===== config.mk =====
export PLATFORM = sky130hd
export DESIGN_NAME = vga_timing_generator
export DESIGN_NICKNAME = d
export VERILOG_FILES = /design/src/rtl/vga_timing_generator.sv
export SDC_FILE = /design/constraint.sdc
export NUM_CORES = 1
export LEC_CHECK = 0
export CAP_MARGIN = 20
export CORE_ASPECT_RATIO = 2
export CORE_MARGIN = 5
export CORE_UTILIZATION = 42
export DETAILED_ROUTE_END_ITERATION = 8
export PLACE_DENSITY_LB_ADDON = 0.3
export SLEW_MARGIN = 20
export SYNTH_ARGS = -nofsm -noshare
export SYNTH_HDL_FRONTEND = slang
export SYNTH_SLANG_ARGS = --single-unit

===== constraint.sdc =====
create_clock -name clk -period 3.38 [get_ports clk]
set_clock_uncertainty 0.05 [all_clocks]
set_input_delay 1.014 -clock clk [delete_from_list [all_inputs] [get_ports clk]]
set_output_delay 1.014 -clock clk [all_outputs]
set_load 0.02 [all_outputs]

===== src/rtl/vga_timing_generator.sv =====
// Video timing generator: one horizontal/vertical counter pair drives sync, display-enable,
// pixel coordinates and line/frame markers. All outputs are registered and describe the current
// (h_cnt, v_cnt). They are precomputed from the next-count values, so i_ce has no
// combinational path to any output.
module vga_timing_generator #(
  parameter int unsigned H_DISPLAY     = 640,
  parameter int unsigned H_FRONT_PORCH = 16,
  parameter int unsigned H_PULSE       = 96,
  parameter int unsigned H_BACK_PORCH  = 48,
  parameter int unsigned V_DISPLAY     = 480,
  parameter int unsigned V_FRONT_PORCH = 10,
  parameter int unsigned V_PULSE       = 2,
  parameter int unsigned V_BACK_PORCH  = 33,
  parameter bit          H_SYNC_POL    = 1'b0,
  parameter bit          V_SYNC_POL    = 1'b0,
  parameter int unsigned H_WIDTH       = 10,
  parameter int unsigned V_WIDTH       = 10
) (
  input  logic               clk,
  input  logic               rst,
  input  logic               i_ce,
  output logic               o_hsync,
  output logic               o_vsync,
  output logic               o_h_display,
  output logic               o_v_display,
  output logic               o_display,
  output logic [H_WIDTH-1:0] o_x,
  output logic [V_WIDTH-1:0] o_y,
  output logic               o_line_end,
  output logic               o_frame_end
);

  typedef enum logic [1:0] {StFp, StPulse, StBp, StDisp} region_e;

  localparam int unsigned H_BLANK = H_FRONT_PORCH + H_PULSE + H_BACK_PORCH;
  localparam int unsigned H_TOTAL = H_BLANK + H_DISPLAY;
  localparam int unsigned V_BLANK = V_FRONT_PORCH + V_PULSE + V_BACK_PORCH;
  localparam int unsigned V_TOTAL = V_BLANK + V_DISPLAY;

  // Region start boundaries, expressed in counter width.
  localparam logic [H_WIDTH-1:0] H_PS   = H_WIDTH'(H_FRONT_PORCH);
  localparam logic [H_WIDTH-1:0] H_BS   = H_WIDTH'(H_FRONT_PORCH + H_PULSE);
  localparam logic [H_WIDTH-1:0] H_DS   = H_WIDTH'(H_BLANK);
  localparam logic [H_WIDTH-1:0] H_LAST = H_WIDTH'(H_TOTAL - 1);
  localparam logic [V_WIDTH-1:0] V_PS   = V_WIDTH'(V_FRONT_PORCH);
  localparam logic [V_WIDTH-1:0] V_BS   = V_WIDTH'(V_FRONT_PORCH + V_PULSE);
  localparam logic [V_WIDTH-1:0] V_DS   = V_WIDTH'(V_BLANK);
  localparam logic [V_WIDTH-1:0] V_LAST = V_WIDTH'(V_TOTAL - 1);

  // Region that owns count 0 once empty leading regions are skipped.
  localparam region_e H_ZERO = (H_FRONT_PORCH > 0) ? StFp :
                               (H_PULSE > 0)       ? StPulse :
                               (H_BACK_PORCH > 0)  ? StBp : StDisp;
  localparam region_e V_ZERO = (V_FRONT_PORCH > 0) ? StFp :
                               (V_PULSE > 0)       ? StPulse :
                               (V_BACK_PORCH > 0)  ? StBp : StDisp;

  if (H_TOTAL > (64'd1 << H_WIDTH)) begin : g_h_width_check
    $error("H_WIDTH too small to hold H_TOTAL-1");
  end
  if (V_TOTAL > (64'd1 << V_WIDTH)) begin : g_v_width_check
    $error("V_WIDTH too small to hold V_TOTAL-1");
  end

  // Highest boundary hit wins, so coincident boundaries skip empty regions. With no boundary hit
  // the region carries over, except out of count 0 where the reset state (FP) may stand in for
  // an empty front porch.
  function automatic region_e h_next_region(input logic [H_WIDTH-1:0] cnt_q,
                                            input logic [H_WIDTH-1:0] cnt_d,
                                            input region_e            st_q);
    region_e st;
    if (cnt_d == H_DS)       st = StDisp;
    else if (cnt_d == H_BS)  st = StBp;
    else if (cnt_d == H_PS)  st = StPulse;
    else if (cnt_d == '0)    st = H_ZERO;
    else if (cnt_q == '0)    st = H_ZERO;
    else                     st = st_q;
    return st;
  endfunction

  function automatic region_e v_next_region(input logic [V_WIDTH-1:0] cnt_q,
                                            input logic [V_WIDTH-1:0] cnt_d,
                                            input region_e            st_q);
    region_e st;
    if (cnt_d == V_DS)       st = StDisp;
    else if (cnt_d == V_BS)  st = StBp;
    else if (cnt_d == V_PS)  st = StPulse;
    else if (cnt_d == '0)    st = V_ZERO;
    else if (cnt_q == '0)    st = V_ZERO;
    else                     st = st_q;
    return st;
  endfunction

  logic [H_WIDTH-1:0] h_cnt_q, h_cnt_d;
  logic [V_WIDTH-1:0] v_cnt_q, v_cnt_d;
  region_e            h_state_q, h_state_d;
  region_e            v_state_q, v_state_d;
  logic               hsync_q, hsync_d;
  logic               vsync_q, vsync_d;
  logic               h_disp_q, h_disp_d;
  logic               v_disp_q, v_disp_d;
  logic               disp_q, disp_d;
  logic [H_WIDTH-1:0] x_q, x_d;
  logic [V_WIDTH-1:0] y_q, y_d;
  logic               line_end_q, line_end_d;
  logic               frame_end_q, frame_end_d;
  logic               h_wrap;

  // Next counts, FSM states and the outputs that will describe them; everything holds without i_ce.
  always_comb begin
    h_cnt_d     = h_cnt_q;
    v_cnt_d     = v_cnt_q;
    h_state_d   = h_state_q;
    v_state_d   = v_state_q;
    hsync_d     = hsync_q;
    vsync_d     = vsync_q;
    h_disp_d    = h_disp_q;
    v_disp_d    = v_disp_q;
    disp_d      = disp_q;
    x_d         = x_q;
    y_d         = y_q;
    line_end_d  = line_end_q;
    frame_end_d = frame_end_q;
    h_wrap      = 1'b0;
    if (i_ce) begin
      h_wrap    = (h_cnt_q == H_LAST);
      h_cnt_d   = h_wrap ? '0 : h_cnt_q + 1'b1;
      h_state_d = h_next_region(h_cnt_q, h_cnt_d, h_state_q);
      // Vertical timing only moves on a line wrap, which keeps vsync aligned to h_cnt = 0.
      if (h_wrap) begin
        v_cnt_d   = (v_cnt_q == V_LAST) ? '0 : v_cnt_q + 1'b1;
        v_state_d = v_next_region(v_cnt_q, v_cnt_d, v_state_q);
        vsync_d   = (v_state_d == StPulse) ? V_SYNC_POL : ~V_SYNC_POL;
        v_disp_d  = (v_state_d == StDisp);
        y_d       = (v_state_d == StDisp) ? v_cnt_d - V_DS : '0;
      end
      hsync_d     = (h_state_d == StPulse) ? H_SYNC_POL : ~H_SYNC_POL;
      h_disp_d    = (h_state_d == StDisp);
      x_d         = (h_state_d == StDisp) ? h_cnt_d - H_DS : '0;
      disp_d      = h_disp_d & v_disp_d;
      line_end_d  = (h_cnt_d == H_LAST);
      frame_end_d = (h_cnt_d == H_LAST) && (v_cnt_d == V_LAST);
    end
  end

  // Counter, FSM and output registers.
  always_ff @(posedge clk or posedge rst) begin
    if (rst) begin
      h_cnt_q     <= '0;
      v_cnt_q     <= '0;
      h_state_q   <= StFp;
      v_state_q   <= StFp;
      hsync_q     <= ~H_SYNC_POL;
      vsync_q     <= ~V_SYNC_POL;
      h_disp_q    <= 1'b0;
      v_disp_q    <= 1'b0;
      disp_q      <= 1'b0;
      x_q         <= '0;
      y_q         <= '0;
      line_end_q  <= 1'b0;
      frame_end_q <= 1'b0;
    end else begin
      h_cnt_q     <= h_cnt_d;
      v_cnt_q     <= v_cnt_d;
      h_state_q   <= h_state_d;
      v_state_q   <= v_state_d;
      hsync_q     <= hsync_d;
      vsync_q     <= vsync_d;
      h_disp_q    <= h_disp_d;
      v_disp_q    <= v_disp_d;
      disp_q      <= disp_d;
      x_q         <= x_d;
      y_q         <= y_d;
      line_end_q  <= line_end_d;
      frame_end_q <= frame_end_d;
    end
  end

  assign o_hsync     = hsync_q;
  assign o_vsync     = vsync_q;
  assign o_h_display = h_disp_q;
  assign o_v_display = v_disp_q;
  assign o_display   = disp_q;
  assign o_x         = x_q;
  assign o_y         = y_q;
  assign o_line_end  = line_end_q;
  assign o_frame_end = frame_end_q;

endmodule


==> results.yml <==
clocking:
  cts_buffers: 5
  cts.clk_slew.worst_paths_ns: 0.07
  cts-root-buf: "clkbuf_16"
  clockBufferDepth: 2
  clock_sinks: 51
  htree_levels: 2
  cts_hold_buf: 0
  cts_tree: "yes"
  postCtsSetupBuffers: 0
  cts_resized: 0
  clkLatencyLatePin_ns: 0.30
timing:
  min_period_ns: 3.02
  slew_headroom: 0.536
  slew_viol_final: 0
  hold_viol: 0
  min_period_over_period: 0.894
  rsz0062_at_grt: "false"
  fin_ws_ns: 0.359
  max_freq_mhz: 331
  setup_viol: 0
  setup_tns_ns: 0
  tightest_slew_ns: 0.691
yosys:
  synth_edf_count: 0
  async_flop_share: 1.00
  synth_ff_type: "dfrtp_1"
  synthCells: 377
  synth_area_leader_cell: "dfrtp_1"
  synth_fp_nets: 391
  ys_warn_count: 0
  ys_seq_area_frac: 0.378
  yosysTopAreaCellShare: 0.362
  ys_ff_latch: 51
  syn_area_um2: 3390
  ys_types: 70
  syn_area_per_cell_um2: 8.98
  synth_area_leaders: "dfrtp_1 36%, xnor2_1 5.7%, nand2_1 5.1%"
status:
  status: "completed"
floorplan:
  coreArea_um2: 7890
  die_y_um: 137
  fp.dieArea_um2: 10100
  die_x_um: 73.5
  io_pins: 30
  start_util: 0.429
  rows: 46
worst_setup_path:
  reg2reg_depth: 10
  path_cells: "nor3_1 -> nand3_1 -> nand2_1 -> ha_1 -> or2b_1 -> a2111oi_0 -> o31a_1 -> buf_4 -> a21o_1 -> o41ai_2"
  worstPathArrival_ns: 3.15
  crit_required_ns: 3.50
  reg2reg_from: "v_cnt_q[6]$_DFFE_PP0P_"
  crit_path_start_kind: "flip-flop"
  reg2reg_to: "o_display$_DFFE_PP0P_"
  cp_max_fo: 8
  end_kind: "flip-flop"
  crit_slowest_cell: "nor3_1"
  path_class: "flip-flop to flip-flop"
  crit_start: "v_cnt_q[6]$_DFFE_PP0P_"
  cp_slowest_stage_delay_ns: 0.52
  worst-r2r-setup-slack_ns: 0.36
worst_hold_path:
  min_to: "o_vsync$_DFFE_PP1P_"
  hold_start: "o_vsync$_DFFE_PP1P_"
  hold_depth: 2
  min_path_type: "flip-flop to flip-flop"
finish:
  syn_to_final_growth_pct: 13.7
  final_util: 0.488
  drive_gt1_frac: 0.103
  nets: 413
  n_antenna_cell: 0
  fillers: 754
power_and_ir_drop:
  vdd_ir_drop_max_mv: 0.297
  pwr-share-seq: 0.468
  switching_power_w: 0.000519
  pwr-share-comb: 0.205
  p_per_area_nw_per_um2: 404
  power.leakage_nw: 1.58
  p_int_w: 0.00104
  switching_share: 0.334
  power_frac_clock: 0.326
placement:
  dp_hpwl_mm: 7.35
  port_buffers: 29
  place_congestion: 0.958
  dp_slack_ns: 0.259
global_route:
  grt_remaining_overflow: 0
  grt_max_degree: 26
  grt_pass1_vias: 3084
  antenna_found_initial: 0
  grt_pass1_wl_mm: 15.1
  grt_use_total: 0.198
detailed_routing:
  routed_wl_mm: 9.40
  first_iter_violations: 207
  dr.pass1.iters: 7
  post_drt_via_cell_ratio: 5.96
  wire_per_inst_um: 19.0
  drc: 0
  via_count: 2956
  postRouteAntennaNets: 0
flow_run:
  cap_violations: 0
metrics by stage:
step | std cells | hold WS, ns | total power [W] | area [um2]
3_3_place_gp | 488 | 0.416 | 0.00105 | 3700
5_1_grt | 496 | 0.460 | 0.00163 | 3850
4_1_cts | 496 | 0.431 | 0.00157 | 3840
2_1_floorplan | 377 | 0.427 | 0.000949 | 3390
3_5_place_dp | 488 | 0.414 | 0.00105 | 3700
6_report | 496 | 0.427 | 0.00156 | 3850
worst max-delay path by stage:
stage,end,slack (ns),cells past startpoint
6_report,o_display$_DFFE_PP0P_,0.36,10
2_1_floorplan,o_y[6]$_DFFE_PP0P_,0.59,12
4_1_cts,o_display$_DFFE_PP0P_,0.24,12
3_3_place_gp,o_display$_DFFE_PP0P_,0.39,12
5_1_grt,o_display$_DFFE_PP0P_,0.12,12
3_5_place_dp,o_display$_DFFE_PP0P_,0.26,12
power by group through the flow:
stage / registers, W / logic [W] / clock network (W)
after floorplan: 0.000679 / 0.000270 / 0
after global placement: 0.000735 / 0.000313 / 0
after detailed placement: 0.000737 / 0.000316 / 0
after CTS: 0.000726 / 0.000317 / 0.000526
after global routing: 0.000739 / 0.000350 / 0.000543
final: 0.000729 / 0.000319 / 0.000508
cell type report:
class	count	area (um2)	area share
Clock buffer	6	129	0.0335
Timing Repair Buffer	40	373	0.0968
Sequential cell	51	1280	0.332
Multi-Input combinational cell	280	1860	0.482
Clock inverter	2	13.8	0.00357
Inverter	21	78.8	0.0205
Tap cell	96	120	0.0312
layer usage:
metal | track usage | vias to the layer above | share of wire
met2 | 0.373 | 100 | 0.57
li1 | - | 1406 | -
met1 | 0.182 | 1399 | 0.32
met5 | 0 | - | 0
met3 | 0.0235 | 51 | 0.034
met4 | 0.152 | 0 | 0.078
cells in the final DEF (no fill, tap or decap), drive strengths merged, types with 11 or more instances in the layout:
master / count
nand3: 24
nor2: 22
inv: 20
buf: 11
nand2: 47
nor3: 14
xnor2: 22
o21ai: 25
dfrtp: 49
clkdlybuf4s50: 29
ha: 11
synth_stat cells (2+ instances only):
| cell type | number |
|---|---|
| a31oi_1 | 2 |
| nand3_1 | 24 |
| dfstp_2 | 2 |
| xor2_1 | 9 |
| o21ai_0 | 25 |
| a21oi_1 | 7 |
| o31a_1 | 3 |
| mux2_2 | 3 |
| and3_1 | 2 |
| dfrtp_1 | 49 |
| buf_6 | 4 |
| buf_2 | 5 |
| a22o_1 | 3 |
| nand2_1 | 46 |
| nand4_1 | 8 |
| o2bb2ai_1 | 2 |
| xnor2_1 | 22 |
| or3_2 | 2 |
| or3_1 | 5 |
| clkbuf_8 | 2 |
| a21o_1 | 3 |
| nor2_1 | 22 |
| mux2i_1 | 2 |
| and3_2 | 2 |
| clkbuf_1 | 11 |
| and4_1 | 2 |
| inv_1 | 20 |
| o32ai_1 | 4 |
| o211ai_1 | 2 |
| o31ai_1 | 10 |
| nor3_1 | 14 |
| ha_1 | 11 |
| o41ai_2 | 2 |
| o22ai_1 | 2 |
| a211oi_1 | 3 |
| o41ai_1 | 8 |
flip-flops by register name, summed over array words and instances (netlist names):
signal and count:
h_cnt_q 10, h_state_q 2, o_display 1, o_frame_end 1, o_h_display 1, o_hsync 1, o_line_end 1, o_v_display 1
o_vsync 1, o_x 10, o_y 10, v_cnt_q 10, v_state_q 2
worst max-delay path: cells and delay by family (launching register included):
family,cells,cell delay (ns)
simple gates,4,1.20
compound gates,4,0.84
flops,1,0.46
fa+ha+maj,1,0.19
buf+inv,1,0.17
cell families (layout without fill, tap and decap cells):
logic type | after synthesis | after routing | synth area share
buffers and inverters | 46 | 69 | 0.0754
AND/OR/NAND/NOR | 142 | 142 | 0.212
flip-flops | 51 | 51 | 0.378
AO/OA/AOI/OAI | 91 | 91 | 0.198
adder cells (fa/ha/maj) | 11 | 11 | 0.0406
XOR/XNOR | 31 | 31 | 0.0802
multiplexers | 5 | 5 | 0.0159
Note: power is estimated with default switching activity, not from simulation.
